==> src/rtl/axi_lite_slave_regfile_pkg.sv <==
// Shared AXI-lite definitions for the register-file slave.
// Contents:
//   RESP_OKAY / RESP_SLVERR : AXI response codes
//   wr_state_t              : write-channel FSM encoding
//   rd_state_t              : read-channel FSM encoding
package axi_lite_slave_regfile_pkg;

    localparam logic [1:0] RESP_OKAY   = 2'b00;
    localparam logic [1:0] RESP_SLVERR = 2'b10;

    typedef enum logic [1:0] {
        WR_IDLE   = 2'b00,
        WR_GOT_AW = 2'b01,
        WR_GOT_W  = 2'b10,
        WR_RESP   = 2'b11
    } wr_state_t;

    typedef enum logic {
        RD_IDLE = 1'b0,
        RD_DATA = 1'b1
    } rd_state_t;

endpackage

==> src/rtl/axi_lite_regfile.sv <==
// Register storage for the AXI-lite slave: one write port, one read port, flat dump.
// Ports:
//   i_clk, i_rst              : clock, asynchronous active-high reset (clears all registers)
//   i_we, i_waddr, i_wdata    : write strobe / address / data; out-of-range writes are dropped
//   o_waddr_ok                : i_waddr is a valid register index
//   i_raddr, o_rdata          : combinational read; out-of-range returns 0
//   o_raddr_ok                : i_raddr is a valid register index
//   o_regs                    : all registers, reg i at [i*DATA_WD +: DATA_WD]
module axi_lite_regfile #(
    parameter int unsigned DATA_WD = 8,
    parameter int unsigned ADDR_WD = 8,
    parameter int unsigned REG_NUM = 16
) (
    input  logic                       i_clk,
    input  logic                       i_rst,
    input  logic                       i_we,
    input  logic [ADDR_WD-1:0]         i_waddr,
    input  logic [DATA_WD-1:0]         i_wdata,
    output logic                       o_waddr_ok,
    input  logic [ADDR_WD-1:0]         i_raddr,
    output logic [DATA_WD-1:0]         o_rdata,
    output logic                       o_raddr_ok,
    output logic [REG_NUM*DATA_WD-1:0] o_regs
);

    localparam int unsigned IDX_WD = (REG_NUM > 1) ? $clog2(REG_NUM) : 1;
    // One extra bit so REG_NUM == 2**ADDR_WD is representable; compare never truncates.
    localparam logic [ADDR_WD:0] REG_LIMIT = (ADDR_WD + 1)'(REG_NUM);

    logic [DATA_WD-1:0] r_mem [REG_NUM];
    logic [IDX_WD-1:0]  w_widx;
    logic [IDX_WD-1:0]  w_ridx;

    assign o_waddr_ok = ({1'b0, i_waddr} < REG_LIMIT);
    assign o_raddr_ok = ({1'b0, i_raddr} < REG_LIMIT);
    assign w_widx     = i_waddr[IDX_WD-1:0];
    assign w_ridx     = i_raddr[IDX_WD-1:0];

    always_ff @(posedge i_clk or posedge i_rst) begin
        if (i_rst) begin
            for (int i = 0; i < int'(REG_NUM); i++) begin
                r_mem[i] <= '0;
            end
        end else if (i_we && o_waddr_ok) begin
            r_mem[w_widx] <= i_wdata;
        end
    end

    assign o_rdata = o_raddr_ok ? r_mem[w_ridx] : '0;

    for (genvar g = 0; g < int'(REG_NUM); g++) begin : g_dump
        assign o_regs[g*DATA_WD +: DATA_WD] = r_mem[g];
    end

endmodule

==> src/rtl/axi_lite_slave_regfile.sv <==
// AXI-lite slave terminating AW/W/B and AR/R in a small register array.
// Write and read paths are independent, one outstanding transaction each.
// Ports:
//   i_clk, i_rst                     : clock, asynchronous active-high reset
//   i_awaddr/i_awvalid/o_awready     : write address channel
//   i_wdata/i_wvalid/o_wready        : write data channel
//   o_bresp/o_bvalid/i_bready        : write response channel (00 OKAY, 10 SLVERR)
//   i_araddr/i_arvalid/o_arready     : read address channel
//   o_rdata/o_rresp/o_rvalid/i_rready: read data channel (00 OKAY, 10 SLVERR)
//   o_regs                           : flat register contents
module axi_lite_slave_regfile
    import axi_lite_slave_regfile_pkg::*;
#(
    parameter int unsigned DATA_WD = 8,
    parameter int unsigned ADDR_WD = 8,
    parameter int unsigned REG_NUM = 16
) (
    input  logic                       i_clk,
    input  logic                       i_rst,
    input  logic [ADDR_WD-1:0]         i_awaddr,
    input  logic                       i_awvalid,
    output logic                       o_awready,
    input  logic [DATA_WD-1:0]         i_wdata,
    input  logic                       i_wvalid,
    output logic                       o_wready,
    output logic [1:0]                 o_bresp,
    output logic                       o_bvalid,
    input  logic                       i_bready,
    input  logic [ADDR_WD-1:0]         i_araddr,
    input  logic                       i_arvalid,
    output logic                       o_arready,
    output logic [DATA_WD-1:0]         o_rdata,
    output logic [1:0]                 o_rresp,
    output logic                       o_rvalid,
    input  logic                       i_rready,
    output logic [REG_NUM*DATA_WD-1:0] o_regs
);

    wr_state_t          r_wr_state;
    wr_state_t          w_wr_next;
    rd_state_t          r_rd_state;
    rd_state_t          w_rd_next;

    logic [ADDR_WD-1:0] r_awaddr;
    logic [DATA_WD-1:0] r_wdata;
    logic [1:0]         r_bresp;
    logic [DATA_WD-1:0] r_rdata;
    logic [1:0]         r_rresp;

    logic               w_commit;
    logic [ADDR_WD-1:0] w_commit_addr;
    logic [DATA_WD-1:0] w_commit_data;
    logic               w_latch_aw;
    logic               w_latch_w;
    logic               w_waddr_ok;
    logic               w_arfire;
    logic [DATA_WD-1:0] w_rf_rdata;
    logic               w_raddr_ok;

    axi_lite_regfile #(
        .DATA_WD (DATA_WD),
        .ADDR_WD (ADDR_WD),
        .REG_NUM (REG_NUM)
    ) u_regfile (
        .i_clk      (i_clk),
        .i_rst      (i_rst),
        .i_we       (w_commit),
        .i_waddr    (w_commit_addr),
        .i_wdata    (w_commit_data),
        .o_waddr_ok (w_waddr_ok),
        .i_raddr    (i_araddr),
        .o_rdata    (w_rf_rdata),
        .o_raddr_ok (w_raddr_ok),
        .o_regs     (o_regs)
    );

    // ---------------- write path ----------------
    // Ready outputs decode from state only, so in a ready state valid alone means fire.
    always_comb begin
        w_wr_next     = r_wr_state;
        o_awready     = 1'b0;
        o_wready      = 1'b0;
        o_bvalid      = 1'b0;
        w_commit      = 1'b0;
        w_commit_addr = i_awaddr;
        w_commit_data = i_wdata;
        w_latch_aw    = 1'b0;
        w_latch_w     = 1'b0;
        unique case (r_wr_state)
            WR_IDLE: begin
                o_awready = 1'b1;
                o_wready  = 1'b1;
                if (i_awvalid && i_wvalid) begin
                    w_commit  = 1'b1;
                    w_wr_next = WR_RESP;
                end else if (i_awvalid) begin
                    w_latch_aw = 1'b1;
                    w_wr_next  = WR_GOT_AW;
                end else if (i_wvalid) begin
                    w_latch_w = 1'b1;
                    w_wr_next = WR_GOT_W;
                end
            end
            WR_GOT_AW: begin
                o_wready      = 1'b1;
                w_commit_addr = r_awaddr;
                if (i_wvalid) begin
                    w_commit  = 1'b1;
                    w_wr_next = WR_RESP;
                end
            end
            WR_GOT_W: begin
                o_awready     = 1'b1;
                w_commit_data = r_wdata;
                if (i_awvalid) begin
                    w_commit  = 1'b1;
                    w_wr_next = WR_RESP;
                end
            end
            WR_RESP: begin
                o_bvalid = 1'b1;
                if (i_bready) begin
                    w_wr_next = WR_IDLE;
                end
            end
            default: w_wr_next = WR_IDLE;
        endcase
    end

    always_ff @(posedge i_clk or posedge i_rst) begin
        if (i_rst) begin
            r_wr_state <= WR_IDLE;
            r_awaddr   <= '0;
            r_wdata    <= '0;
            r_bresp    <= RESP_OKAY;
        end else begin
            r_wr_state <= w_wr_next;
            if (w_latch_aw) begin
                r_awaddr <= i_awaddr;
            end
            if (w_latch_w) begin
                r_wdata <= i_wdata;
            end
            if (w_commit) begin
                r_bresp <= w_waddr_ok ? RESP_OKAY : RESP_SLVERR;
            end
        end
    end

    assign o_bresp = r_bresp;

    // ---------------- read path ----------------
    assign o_arready = (r_rd_state == RD_IDLE);
    assign o_rvalid  = (r_rd_state == RD_DATA);
    assign w_arfire  = i_arvalid && o_arready;

    always_comb begin
        w_rd_next = r_rd_state;
        unique case (r_rd_state)
            RD_IDLE: if (w_arfire) w_rd_next = RD_DATA;
            RD_DATA: if (i_rready) w_rd_next = RD_IDLE;
            default: w_rd_next = RD_IDLE;
        endcase
    end

    // Capturing the pre-edge storage value gives old-data semantics on a same-edge commit.
    always_ff @(posedge i_clk or posedge i_rst) begin
        if (i_rst) begin
            r_rd_state <= RD_IDLE;
            r_rdata    <= '0;
            r_rresp    <= RESP_OKAY;
        end else begin
            r_rd_state <= w_rd_next;
            if (w_arfire) begin
                r_rdata <= w_rf_rdata;
                r_rresp <= w_raddr_ok ? RESP_OKAY : RESP_SLVERR;
            end
        end
    end

    assign o_rdata = r_rdata;
    assign o_rresp = r_rresp;

endmodule

==> config.mk <==
export PLATFORM = sky130hd
export DESIGN_NAME = axi_lite_slave_regfile
export DESIGN_NICKNAME = d
export VERILOG_FILES = /design/src/rtl/axi_lite_slave_regfile_pkg.sv /design/src/rtl/axi_lite_regfile.sv /design/src/rtl/axi_lite_slave_regfile.sv
export SDC_FILE = /design/constraint.sdc
export NUM_CORES = 1
export LEC_CHECK = 0
export CELL_PAD_IN_SITES_DETAIL_PLACEMENT = 0
export CELL_PAD_IN_SITES_GLOBAL_PLACEMENT = 1
export CORE_MARGIN = 2
export CORE_UTILIZATION = 41
export CTS_CLUSTER_DIAMETER = 120
export CTS_CLUSTER_SIZE = 30
export DETAILED_ROUTE_END_ITERATION = 12
export PLACE_DENSITY_LB_ADDON = 0.1
export SYNTH_ARGS = -nofsm -noshare
export SYNTH_HDL_FRONTEND = slang
export SYNTH_SLANG_ARGS = --single-unit
==> constraint.sdc <==
create_clock -name i_clk -period 6 [get_ports i_clk]
set_input_delay 0.6 -clock i_clk [delete_from_list [all_inputs] [get_ports i_clk]]
set_output_delay 0.6 -clock i_clk [all_outputs]
set_load 0.01 [all_outputs]
==> reports/results.ini, run 1 <==
[global_route]
antenna_found_initial = 0
grt_max_degree = 102
grt_pass1_vias = 5468
grt_overflow = 0
grt_usage = 0.2257
grt_first_pass_wirelength_um = 32930

[clock_network]
cts-hold-fix-buffers = 0
clk_root_buffer_cell = clkbuf_16
htreeDepth = 4
clk_path_buf_depth = 2
cts_tree = done
clkLatencyLatePin_ns = 0.42
clk_pin_slew_ns = 0.06
ctsResizeCount = 0
cts_buffers = 17
post_cts_buffers = 0
clock-sinks = 157

[cells_and_area]
regArea_um2 = 3929
fillers = 1485
fin_util = 0.5622
area_growth_syn_to_layout_pct = 34.22
drive_gt1_frac = 0.3205
multi_input_area_um2 = 3413
nets = 727
antennaDiodeCount = 0

[setup_path]
cp_slowest_stage_delay_ns = 0.50
path_cells = inv_1 > ha_1 > or4b_1 > o22ai_2 > buf_4 > nand4_2 > mux2_2
worst_ep_arrival_time_ns = 3.35
worst-path-stages = 7
crit_required_ns = 6.31
cp_num_buf_inv = 2
start_kind = register
slowest_stage = or4b_1
end_kind = register
critPathMaxFanout = 17
crit_start = r_wr_state[1]
cpLargestDelayFamily = simple AND/OR/NAND/NOR gates
rrSetupSlack_ns = 2.96
reg2reg_to = u_regfile.o_regs[76]
regToRegStartpoint = r_wr_state[1]
critical_path_class = register to register
crit_end = u_regfile.o_regs[76]
rr_worst_depth = 7

[sta]
hold_viol = 0
worstMarginPinSlew_ns = 1.138
slew_violations = 0
slew_headroom = 0.2357
fmax_mhz = 328.7
worst_clock_skew_ns = 0.008175
tns_ns = 0
finalCritPeriodShare = 0.5071
grt_setup_unrepaired = no
min_period_ns = 3.043
setup_viol = 0

[synthesis]
ys_top_cells_by_area = dfrtp_1 (52%), mux2_2 (22%), mux2i_1 (4.8%), mux4_2 (4.8%), nand4_4 (2.5%)
synth_top_area_cell = dfrtp_1
synth_most_common_cell = dfrtp_1
yosysTopAreaCellShare = 0.5221
ys.flop_type = dfrtp_1
synth_area_um2 = 7525
synthesis.instances = 520
synthTopCellsByCount = dfrtp_1 (157), mux2_2 (146), mux2i_1 (36), a22oi_1 (21)
yosysWarnings = 0
syn_area_per_cell_um2 = 14.47
ys_seq_area_frac = 0.5221
synth_cell_types = 36
synth_edf_count = 0
ys_ff_latch = 157
async_flop_share = 1.000

[place]
place_hpwl_um = 14960
portBuffers = 173
place.gp.congestion = 0.7967

[routing]
wl_um = 21320
drt-initial-drc-count = 248
routed_via_density = 5.544
wl_per_cell_um = 22.90
via_count = 5161
drc = 0
first_pass_iters = 4
final_antenna_net_count = 0

[pwr]
power.total_mw = 3.924
switching_share = 0.3177
comb_power_share = 0.323
p_switching_mw = 1.247
leakagePower_nw = 4.699
peakVddDrop_uv = 232.9
intPower_mw = 2.677
power.density_nw_per_um2 = 388.5
seqPwrFrac = 0.372
clock_power_share = 0.305

[min_path]
hold_path.class = register to register

[floorplan]
io_pins = 176
fp.dieH_um = 139.5
dieArea_um2 = 19450
core_area_um2 = 17960
die_w_um = 139.5
rows = 49
start_util = 0.4189

[run]
cap_violations = 0

[status]
status = finished, final reports clean

## state kept, by name (all words and copies together) (netlist names)
| signal | cells |
|---|---|
| r_wdata | 8 |
| u_regfile.o_regs | 128 |
| r_awaddr | 8 |
| o_bresp | 1 |
| o_rresp | 1 |
| o_rvalid | 1 |
| r_wr_state | 2 |
| o_rdata | 8 |
## power groups by stage
stage               Combinational (mW)  Sequential [mW]  Clock [mW]
finish                            1.27             1.46        1.20
global route                      1.36             1.49        1.26
CTS                               1.28             1.46        1.21
detailed placement                1.28             1.48           0
global placement                  1.26             1.46           0
floorplan                        0.650             1.50           0
## worst min path at each step
stage                            from     endpoint  slack [ns]  depth (start not counted)
after floorplan           r_awaddr[6]  r_awaddr[6]        0.47                          1
after CTS                  r_wdata[2]   r_wdata[2]        0.51                          1
after global routing       r_wdata[3]   r_wdata[3]        0.51                          1
after global placement    r_awaddr[6]  r_awaddr[6]        0.48                          1
after detailed placement   r_wdata[2]   r_wdata[2]        0.49                          1
final                      o_rdata[7]   o_rdata[7]        0.50                          2
## through the flow
step                hold slack [ns]  area (um^2)  setup slack, ns  cells
floorplan                    0.4709         7528            1.165    521
global placement             0.4799         9454            2.955    900
detailed placement           0.4912         9454            2.942    900
CTS                          0.5054        10100            2.944    931
global route                 0.5111        10100            2.749    931
finish                       0.5033        10100            2.957    931
## worst reg2reg max path, cell delays in order, from the launching register on
cell and delay [ns]:
dfrtp_1 0.42, inv_1 0.14, ha_1 0.48, or4b_1 0.50, o22ai_2 0.13, buf_4 0.35, nand4_2 0.46, mux2_2 0.44
## cell families after synthesis
kind of cell,synth area share
AOI/OAI and AO/OA,0.04090
adders and majority gates,0.009976
buffers and inverters,0.02561
DFF,0.5221
muxes,0.3218
other,0.0004984
and+or+nand+nor,0.07915
## metal layers
layer	wire length, um	share of wire	track usage
met2	10240	0.48	0.3627
met4	367	0.017	0.06592
met1	9468	0.44	0.3077
met5	0	0	0
met3	1244	0.058	0.05231
## cell usage in the layout, fill, tap and decap left out, types with 2 or more instances in the layout
| master | instances |
|---|---|
| nor2b_1 | 2 |
| o22ai_1 | 2 |
| o21ai_0 | 4 |
| buf_4 | 6 |
| nand2_1 | 14 |
| clkbuf_1 | 2 |
| inv_1 | 12 |
| nand4_2 | 7 |
| conb_1 | 2 |
| nand3_1 | 13 |
| clkdlybuf4s50_1 | 172 |
| mux2_2 | 146 |
| bufinv_16 | 5 |
| or4_1 | 3 |
| o32ai_2 | 4 |
| or2_2 | 2 |
| clkinv_2 | 2 |
| nand4_1 | 5 |
| a22oi_1 | 21 |
| ha_1 | 6 |
| dfrtp_1 | 157 |
| mux2i_1 | 36 |
| mux4_2 | 16 |
| mux2_1 | 5 |
| nand4_4 | 9 |
| nand2b_1 | 13 |
| clkbuf_16 | 17 |
| inv_6 | 3 |
| o22ai_2 | 3 |
| clkbuf_8 | 2 |
## cell type report
class	instances	share of cell area
Tap cell	229	0.02837
Inverter	13	0.005327
Clock buffer	21	0.04559
Multi-Input combinational cell	322	0.3380
Timing Repair Buffer	179	0.1754
Clock inverter	10	0.01834
Sequential cell	157	0.3890
No activity file was read; power rests on OpenSTA's default activity.
==> inputs of run 2 (changes only) <==
CORE_UTILIZATION = 37   (was 41)
clock period = 2.5 ns   (was 6 ns; I/O delays follow)
==> run 2 against run 1 <==
  * Flip-flop and latch count is the same
  * Global-route usage shrank 1.9 points
  * Non-clock buffer count grew 23
  * Final area grew 3.9%
  * Sequential power grew 140%
  * Die area grew 10%
  * Combinational power grew to 2.5 times the previous value
  * Cell count grew 7.0%
  * Critical path type unchanged
  * Largest cell class unchanged
==> reports/results.ini, run 2 (synthesis gave the netlist of run 1 again) <==
[sta]
worst_clock_skew_ns = 0.007973
min_period_ns = 2.400
grt_setup_unrepaired = no
finalCritPeriodShare = 0.9600
slew_headroom = 0.4776
slew_violations = 0
setup_viol = 0
hold_viol = 0
worstMarginPinSlew_ns = 0.7835
fmax_mhz = 416.7

[status]
status = finished, final reports clean

[place]
place_area_um2 = 9724
place.gp.congestion = 0.8103
portBuffers = 173
place_hpwl_um = 15920

[setup_path]
path_cells = inv_2 > ha_2 > or4b_1 > o22ai_4 > buf_12 > nand4_4 > mux2_4
cpLargestDelayFamily = simple AND/OR/NAND/NOR gates
start_kind = register
critical_path_class = register to register
rr_worst_depth = 7
worst-path-stages = 7
cp_num_buf_inv = 2
cp_slowest_stage_delay_ns = 0.49
crit_required_ns = 2.80
slowest_stage = or4b_1
end_kind = register
critPathMaxFanout = 8
worst_ep_arrival_time_ns = 2.70

[clock_network]
clk_path_buf_depth = 2
cts_tree = done
htreeDepth = 4
clk_root_buffer_cell = clkbuf_16
clock-sinks = 157
clkLatencyLatePin_ns = 0.42
clk_pin_slew_ns = 0.06
cts_buffers = 17

[cells_and_area]
multi_input_area_um2 = 3465
fillers = 1727
largest_reg_flops = 128
final_area_um2 = 10490
antennaDiodeCount = 0
drive_gt1_frac = 0.3512
final_cell_mix = clkdlybuf4s50_1 (172), dfrtp_1 (156), mux2_2 (144)
area_growth_syn_to_layout_pct = 39.46
final_common_cell = clkdlybuf4s50_1
nets = 750
regArea_um2 = 3930

[routing]
wl_per_cell_um = 21.88
final_antenna_net_count = 0
routed_via_density = 5.244
first_pass_iters = 4
drt-initial-drc-count = 258
via_count = 5223
wl_um = 21790
drc = 0

[floorplan]
fp.dieH_um = 146.6
dieArea_um2 = 21490
io_pins = 176
rows = 52
start_util = 0.3743
die_w_um = 146.6
core_area_um2 = 20100

[min_path]
hold_path.class = input port to asynchronous set/reset pin

[global_route]
grt_first_pass_wirelength_um = 33600
antenna_found_initial = 0
grt_overflow = 0
grt_usage = 0.2072
grt_pass1_vias = 5349
grt_max_degree = 36

[run]
cap_violations = 0

[pwr]
power.density_nw_per_um2 = 901.4
leakagePower_nw = 4.850
power.total_mw = 9.459
peakVddDrop_uv = 605.4

## run 2: report_power, final
group | leakage [nW] | switching, mW | internal (mW)
combinational | 2.42 | 1.55 | 1.67
clock | 0.295 | 1.08 | 1.64
sequential | 2.14 | 0.451 | 3.07
total | 4.85 | 3.08 | 6.38
## run 2: final cells by class
cell class	count	area share
well taps	270	0.03219
clock inverters	12	0.01526
inverters	13	0.005008
repair buffers	202	0.1994
clock buffers	20	0.04352
multi-input cells	322	0.3302
flip-flops and latches	157	0.3745
## run 2: repair_timing
item / CTS / global route
hold buffers: 0 / 0
gates cloned: 0 / 2
resized for setup: 1 / 10
setup buffers: 0 / 5
pin swaps: 0 / 6
endpoints found under the setup margin: 17 / 128
hold endpoints to repair: 0 / 0
## run 2: metrics by stage
| stage | setup TNS, ns | hold slack (ns) | cells | setup WS, ns | util |
|---|---|---|---|---|---|
| 2_1_floorplan | 0 | 0.3464 | 521 | 0.2012 | - |
| 3_3_place_gp | 0 | 0.4811 | 957 | 0.05834 | 0.4837 |
| 3_5_place_dp | -0.01088 | 0.4757 | 957 | -0.009282 | 0.4837 |
| 4_1_cts | -0.1091 | 0.3185 | 989 | -0.01444 | 0.5146 |
| 5_1_grt | 0 | 0.3606 | 996 | 0.02250 | 0.5220 |
| 6_report | 0 | 0.3052 | 996 | 0.1001 | 0.5220 |
## run 2: final timing paths
path | startpoint | to | slack [ns]
worst max-delay path | r_wr_state[1] | u_regfile.o_regs[38] | 0.10
worst min-delay path | i_rst | u_regfile.o_regs[2] | 0.31
worst max register to register | r_wr_state[1] | u_regfile.o_regs[38] | 0.10
worst min register to register | o_rdata[7] | o_rdata[7] | 0.49
max in group asynchronous | i_rst | u_regfile.o_regs[80] | 1.56
min in group i_clk | i_rready | o_rvalid | 0.42
## run 2: worst register-to-register path: cells and delay by family, from the launching register on
family | cells | cell delay, ns
AO/OA/AOI/OAI | 1 | 0.27
multiplexers | 1 | 0.39
buffers and inverters | 2 | 0.26
AND/OR/NAND/NOR | 2 | 0.75
flip-flops | 1 | 0.42
adder cells (fa/ha/maj) | 1 | 0.18
## run 2: metal layers
| layer | global-route usage | vias up | part of all wire |
|---|---|---|---|
| met5 | 0 | - | 0 |
| met4 | 0.05049 | 0 | 0.015 |
| met3 | 0.05063 | 23 | 0.059 |
| met2 | 0.3286 | 150 | 0.48 |
| met1 | 0.2876 | 2714 | 0.45 |
| li1 | - | 2336 | - |
==> edit 1 (flow settings as in run 1) <==
Make the reset (`i_rst`) synchronous in 3 clocked blocks. Comments in the files are not updated.
--- a/src/rtl/axi_lite_regfile.sv
+++ b/src/rtl/axi_lite_regfile.sv
@@ -37,5 +37,5 @@
     assign w_ridx     = i_raddr[IDX_WD-1:0];
 
-    always_ff @(posedge i_clk or posedge i_rst) begin
+    always_ff @(posedge i_clk) begin
         if (i_rst) begin
             for (int i = 0; i < int'(REG_NUM); i++) begin
--- a/src/rtl/axi_lite_slave_regfile.sv
+++ b/src/rtl/axi_lite_slave_regfile.sv
@@ -128,5 +128,5 @@
     end
 
-    always_ff @(posedge i_clk or posedge i_rst) begin
+    always_ff @(posedge i_clk) begin
         if (i_rst) begin
             r_wr_state <= WR_IDLE;
@@ -165,5 +165,5 @@
 
     // Capturing the pre-edge storage value gives old-data semantics on a same-edge commit.
-    always_ff @(posedge i_clk or posedge i_rst) begin
+    always_ff @(posedge i_clk) begin
         if (i_rst) begin
             r_rd_state <= RD_IDLE;
Check against the original RTL: differs if i_rst is asserted again (counterexample within 4 cycles, from zero or initial values and one cycle with i_rst high); with i_rst held inactive, the same outputs for 4 cycles.
==> edit 1 against run 1 <==
Setup slack worse by 510 ps; sequential cell count unchanged; clock skew up 2.9 ps; routed wire length is 6.5% higher; sequential share of layout area up 6.8 points; die area decreased by 3.8%; power decreased by 21%; area after synthesis shrank 3.9%; clock power down 8%; via count down 0.41%; final area shrank 4.1%; critical path type unchanged; largest cell class unchanged.
==> edit 1: results (changes against run 1) <==
stage;metric;value;unit;change
layout;drive_gt1_share;14.47;%;-18 points
layout;largest_reg_flops;128;;unchanged
synth;synthFlopType;edfxtp_1;;
run;cap_violations;0;;unchanged
clock_network;post_cts_resized;0;;unchanged
synth;synth.area.top_cells;edfxtp_1 53%, mux4_2 10%, dfxtp_1 8.0%;;
synth;ys_types;42;;+17%
outcome;status;completed;;
synth;seq_area_frac_synth;61.19;%;+9.0 points
synth;ys_warn_count;0;;unchanged
clock_network;path_clk_slew;60;ps;about the same
global_routing;antenna_found_initial;0;;unchanged
min_path;worst_hold_path_type;reg2reg;;
sta;worst_pin_slew;1122;ps;-15.68 ps
synth;async_flop_share;0;%;-100 points
layout;largest_register;u_regfile.r_mem;;
clock_network;insertion_delay;430;ps;
layout;nNetsFinal;721;;-0.83%
placement;io_buffers;173;;unchanged
routing;wl;22.70;mm;+6.5%
clock_network;h-tree-depth;4;;unchanged
routing;vias_per_cell;5.569;;+0.46%
global_routing;grt_pass1_vias;5017;;-8.2%
routing;drt_iter0_drc;461;;+86%
placement;place_hpwl;16.39;mm;+9.6%
placement;dpl.cell_count;891;;-1.0%
clock_network;cts_setup_buffers;0;;unchanged
routing;wire_per_inst;24.59;um;+7.4%
power_and_ir_drop;p_leak;3.398;nW;-28%
worst_setup_path;max_stage_delay;720;ps;+220 ps
worst_setup_path;crit_family;compound AO/OA/AOI/OAI gates;;
clock_network;clockRootBuffer;clkbuf_16;;
synth;synth_edf_count;128;;+128
global_routing;grt_max_degree;33;;-68%
power_and_ir_drop;ir_drop;0.2237;mV;-4.0%
routing;first_pass_iters;5;;+1
global_routing;grt_use_total;24.35;%;+1.8 points
worst_setup_path;cp_slowest_cell;a2111oi_4;;
clock_network;cts_inserted_buffers;17;;unchanged
global_routing;grt_pass1_wl;31.75;mm;-3.6%
synth;ys_top_cells_by_count;153 x nor2_1, 128 x edfxtp_1, 32 x mux4_2, 29 x dfxtp_1, 27 x mux2i_1;;
synth;netlist_instances;522;;+0.38%
worst_setup_path;worstPathMaxFanout;18;;+1
placement;gp_congestion;0.8359;;+4.9%
worst_setup_path;critPathArrivalTime;3610;ps;+260 ps
sta;clock_skew;11.05;ps;+2.871 ps
[edit 1: changes by cell type after synthesis, sizes merged, moves of 9 or more]
cell           run 1  this run
mux4              16        32
o21bai             0        17
nor2               1       153
nand3             13         3
edfxtp             0       128
nand2b            13         2
mux2i             36        27
dfrtp            157         0
dfxtp              0        29
mux2             151        18
nand4             21         8
a22oi             21         3
[edit 1: cell type report]
class                      instances  area [um^2]
timing repair buffer             176         1749
clock inverter                    10        97.59
multi-input combinational        327         2594
fill                            1417         7610
tap                              225        281.5
clock buffer                      22        518.0
inverter                           6        22.52
sequential                       157         4424
[edit 1: kinds of logic after synthesis]
group                    after synthesis  share of synthesized area [%]
buffers and inverters                 39                          3.045
AO/OA/AOI/OAI                         48                          5.555
AND/OR/NAND/NOR                      195                          12.79
multiplexers                          77                          16.51
flip-flops                           157                          61.19
adder cells (fa/ha/maj)                5                         0.8652
other                                  1                        0.05186
[edit 1: stage by stage]
stage | hold slack (ps) | setup WS [ps] | instance area (um^2)
floorplan | 457.6 | 3084 | 7234
finish | 495.2 | 2447 | 9687
detailed placement | 480.7 | 2095 | 9071
global route | 522.2 | 2158 | 9687
CTS | 498.1 | 2462 | 9687
global placement | 469.0 | 2190 | 9071
[edit 1: worst min-delay path: cells and delay by family (launching register included)]
kind               cells  cell delay, ps
AOI/OAI and AO/OA      2             140
DFF                    1             330
[edit 1: final timing paths]
kind / startpoint / end / slack [ps] / cells after the start
setup reg to reg: r_wr_state[1] / u_regfile.r_mem[1][7] / 2450 / 6
setup / recovery: r_wr_state[1] / u_regfile.r_mem[1][7] / 2450 / 6
hold reg to reg: o_rdata[1] / o_rdata[1] / 500 / 2
hold / removal: o_rdata[1] / o_rdata[1] / 500 / 2
[edit 1: layer usage]
layer | routed length [um] | track usage (%) | vias to the layer above | part of all wire [%]
li1 | - | - | 2260 | -
met1 | 8799 | 30.33 | 2584 | 39
met2 | 11680 | 41.61 | 248 | 51
met3 | 1421 | 4.000 | 48 | 6.3
met4 | 804 | 11.23 | 0 | 3.5
met5 | 0 | 0 | - | 0
[edit 1: power breakdown]
part / switching, mW / internal, mW
Combinational: 0.446 / 0.262
Sequential: 0.0452 / 1.24
Clock: 0.441 / 0.660
Total: 0.932 / 2.16
==> edit 2 (flow settings as in run 1) <==
Without the edit above. `REG_NUM` is set to 16 in 2 places; all go to 32.
--- a/src/rtl/axi_lite_regfile.sv
+++ b/src/rtl/axi_lite_regfile.sv
@@ -10,5 +10,5 @@
     parameter int unsigned DATA_WD = 8,
     parameter int unsigned ADDR_WD = 8,
-    parameter int unsigned REG_NUM = 16
+    parameter int unsigned REG_NUM = 32
 ) (
     input  logic                       i_clk,
--- a/src/rtl/axi_lite_slave_regfile.sv
+++ b/src/rtl/axi_lite_slave_regfile.sv
@@ -14,5 +14,5 @@
     parameter int unsigned DATA_WD = 8,
     parameter int unsigned ADDR_WD = 8,
-    parameter int unsigned REG_NUM = 16
+    parameter int unsigned REG_NUM = 32
 ) (
     input  logic                       i_clk,
Ports: changed (resized o_regs); port bits go from 176 to 304. The function was not compared with the original's and may differ.
==> edit 2 against run 1 <==
Fmax fell by 15%; setup slack got worse by 530 ps; global-route usage is 1.9 points higher; power up 44%; routed wire length rose by 97%; synthesized cell count increased by 81%; area after synthesis rose by 80%; critical endpoint is now u_regfile.o_regs[80]; clock skew increased by 14 ps; critical path type unchanged; sequential cell count grew 128; final area grew 71%.
==> edit 2: results (changes against run 1) <==
stage;metric;value;unit;change
clock_network;path_clk_slew;120;ps;+60 ps
synth;ys_top_cells_by_count;285 x dfrtp_1, 269 x mux2_2, 68 x mux2i_1, 45 x clkbuf_1, 32 x mux4_2;;
placement;placed_cell_area;16920;um^2;+79%
routing;vias_per_cell;5.533;;-0.19%
synth;ys_types;50;;+39%
placement;gp_congestion;0.8020;;+0.67%
min_path;worst_hold_path_type;in2async;;
clock_network;cts_buffer_depth;3;;+1
layout;nFillCells;2852;;+92%
routing;wl;41.98;mm;+97%
clock_network;h-tree-depth;1;;-3
global_routing;grt_max_degree;120;;+18%
placement;place_hpwl;29.25;mm;+96%
sta;clock_skew;22.15;ps;+13.98 ps
outcome;status;completed;;
power_and_ir_drop;internal-power;3.650;mW;+36%
global_routing;grt_use_total;24.43;%;+1.9 points
synth;seq_area_frac_synth;52.64;%;+0.43 points
clock_network;insertion_delay;500;ps;+80 ps
power_and_ir_drop;p_leak;8.016;nW;+71%
global_routing;grt_pass1_wl;62.11;mm;+89%
placement;io_buffers;301;;+74%
layout;largest_reg_flops;256;;+100%
worst_setup_path;endpoint;u_regfile.o_regs[80];;
synth;synth.area.top_cells;dfrtp_1 53%, mux2_2 22%, mux4_2 5.3%;;
edit 2: cell count changes in the layout (fill, tap and decap cells not counted), moves of 9 or more:
cell and change:
nand2b_1 -10, a21oi_1 +24, nand2_2 +12, mux4_2 +16, mux2_2 +123, mux2i_1 +32, mux2_1 +14, nand2_1 +10
dfrtp_1 +128, nand4_4 -9, nand3_1 -10, clkdlybuf4s50_1 +127
edit 2: power groups by stage:
stage	sequential (mW)	clock [mW]	combinational, mW
after global placement	2.58	0	2.07
after detailed placement	2.58	0	2.08
final	2.55	1.03	2.05
after CTS	2.55	1.06	2.09
after floorplan	2.63	0	0.960
after global routing	2.60	1.11	2.21
edit 2: per-stage QoR:
| step | cells | worst slack [ps] | power [mW] |
|---|---|---|---|
| CTS | 1640 | 2420 | 5.697 |
| floorplan | 940 | 1623 | 3.588 |
| global placement | 1626 | 2533 | 4.644 |
| finish | 1640 | 2429 | 5.635 |
| global route | 1640 | 2207 | 5.918 |
| detailed placement | 1626 | 2454 | 4.662 |
edit 2: kinds of logic after synthesis:
logic type	synth area share, %
DFF	52.64
and+or+nand+nor	5.089
muxes	34.28
other	0.02768
buffers and inverters	2.420
adders and majority gates	0.5541
AOI/OAI and AO/OA	4.987
edit 2: per-layer routing:
metal  vias up  part of all wire [%]  track usage (%)  wire [um]
met1      4787                    45            35.32      19030
met2       267                    45            37.34      18990
met5         -                     0                0          0
met3        43                   7.0            5.596       2957
li1       3977                     -                -          -
met4         0                   2.4            5.764        998
edit 2: final cells by class:
class | instances | area [um^2] | area share [%]
clock inverter | 1 | 16.27 | 0.09422
clock buffer | 13 | 325.3 | 1.884
inverter | 9 | 37.54 | 0.2174
multi-input combinational | 578 | 6095 | 35.30
sequential | 285 | 7132 | 41.31
tap | 442 | 553.0 | 3.204
timing repair buffer | 312 | 3104 | 17.98
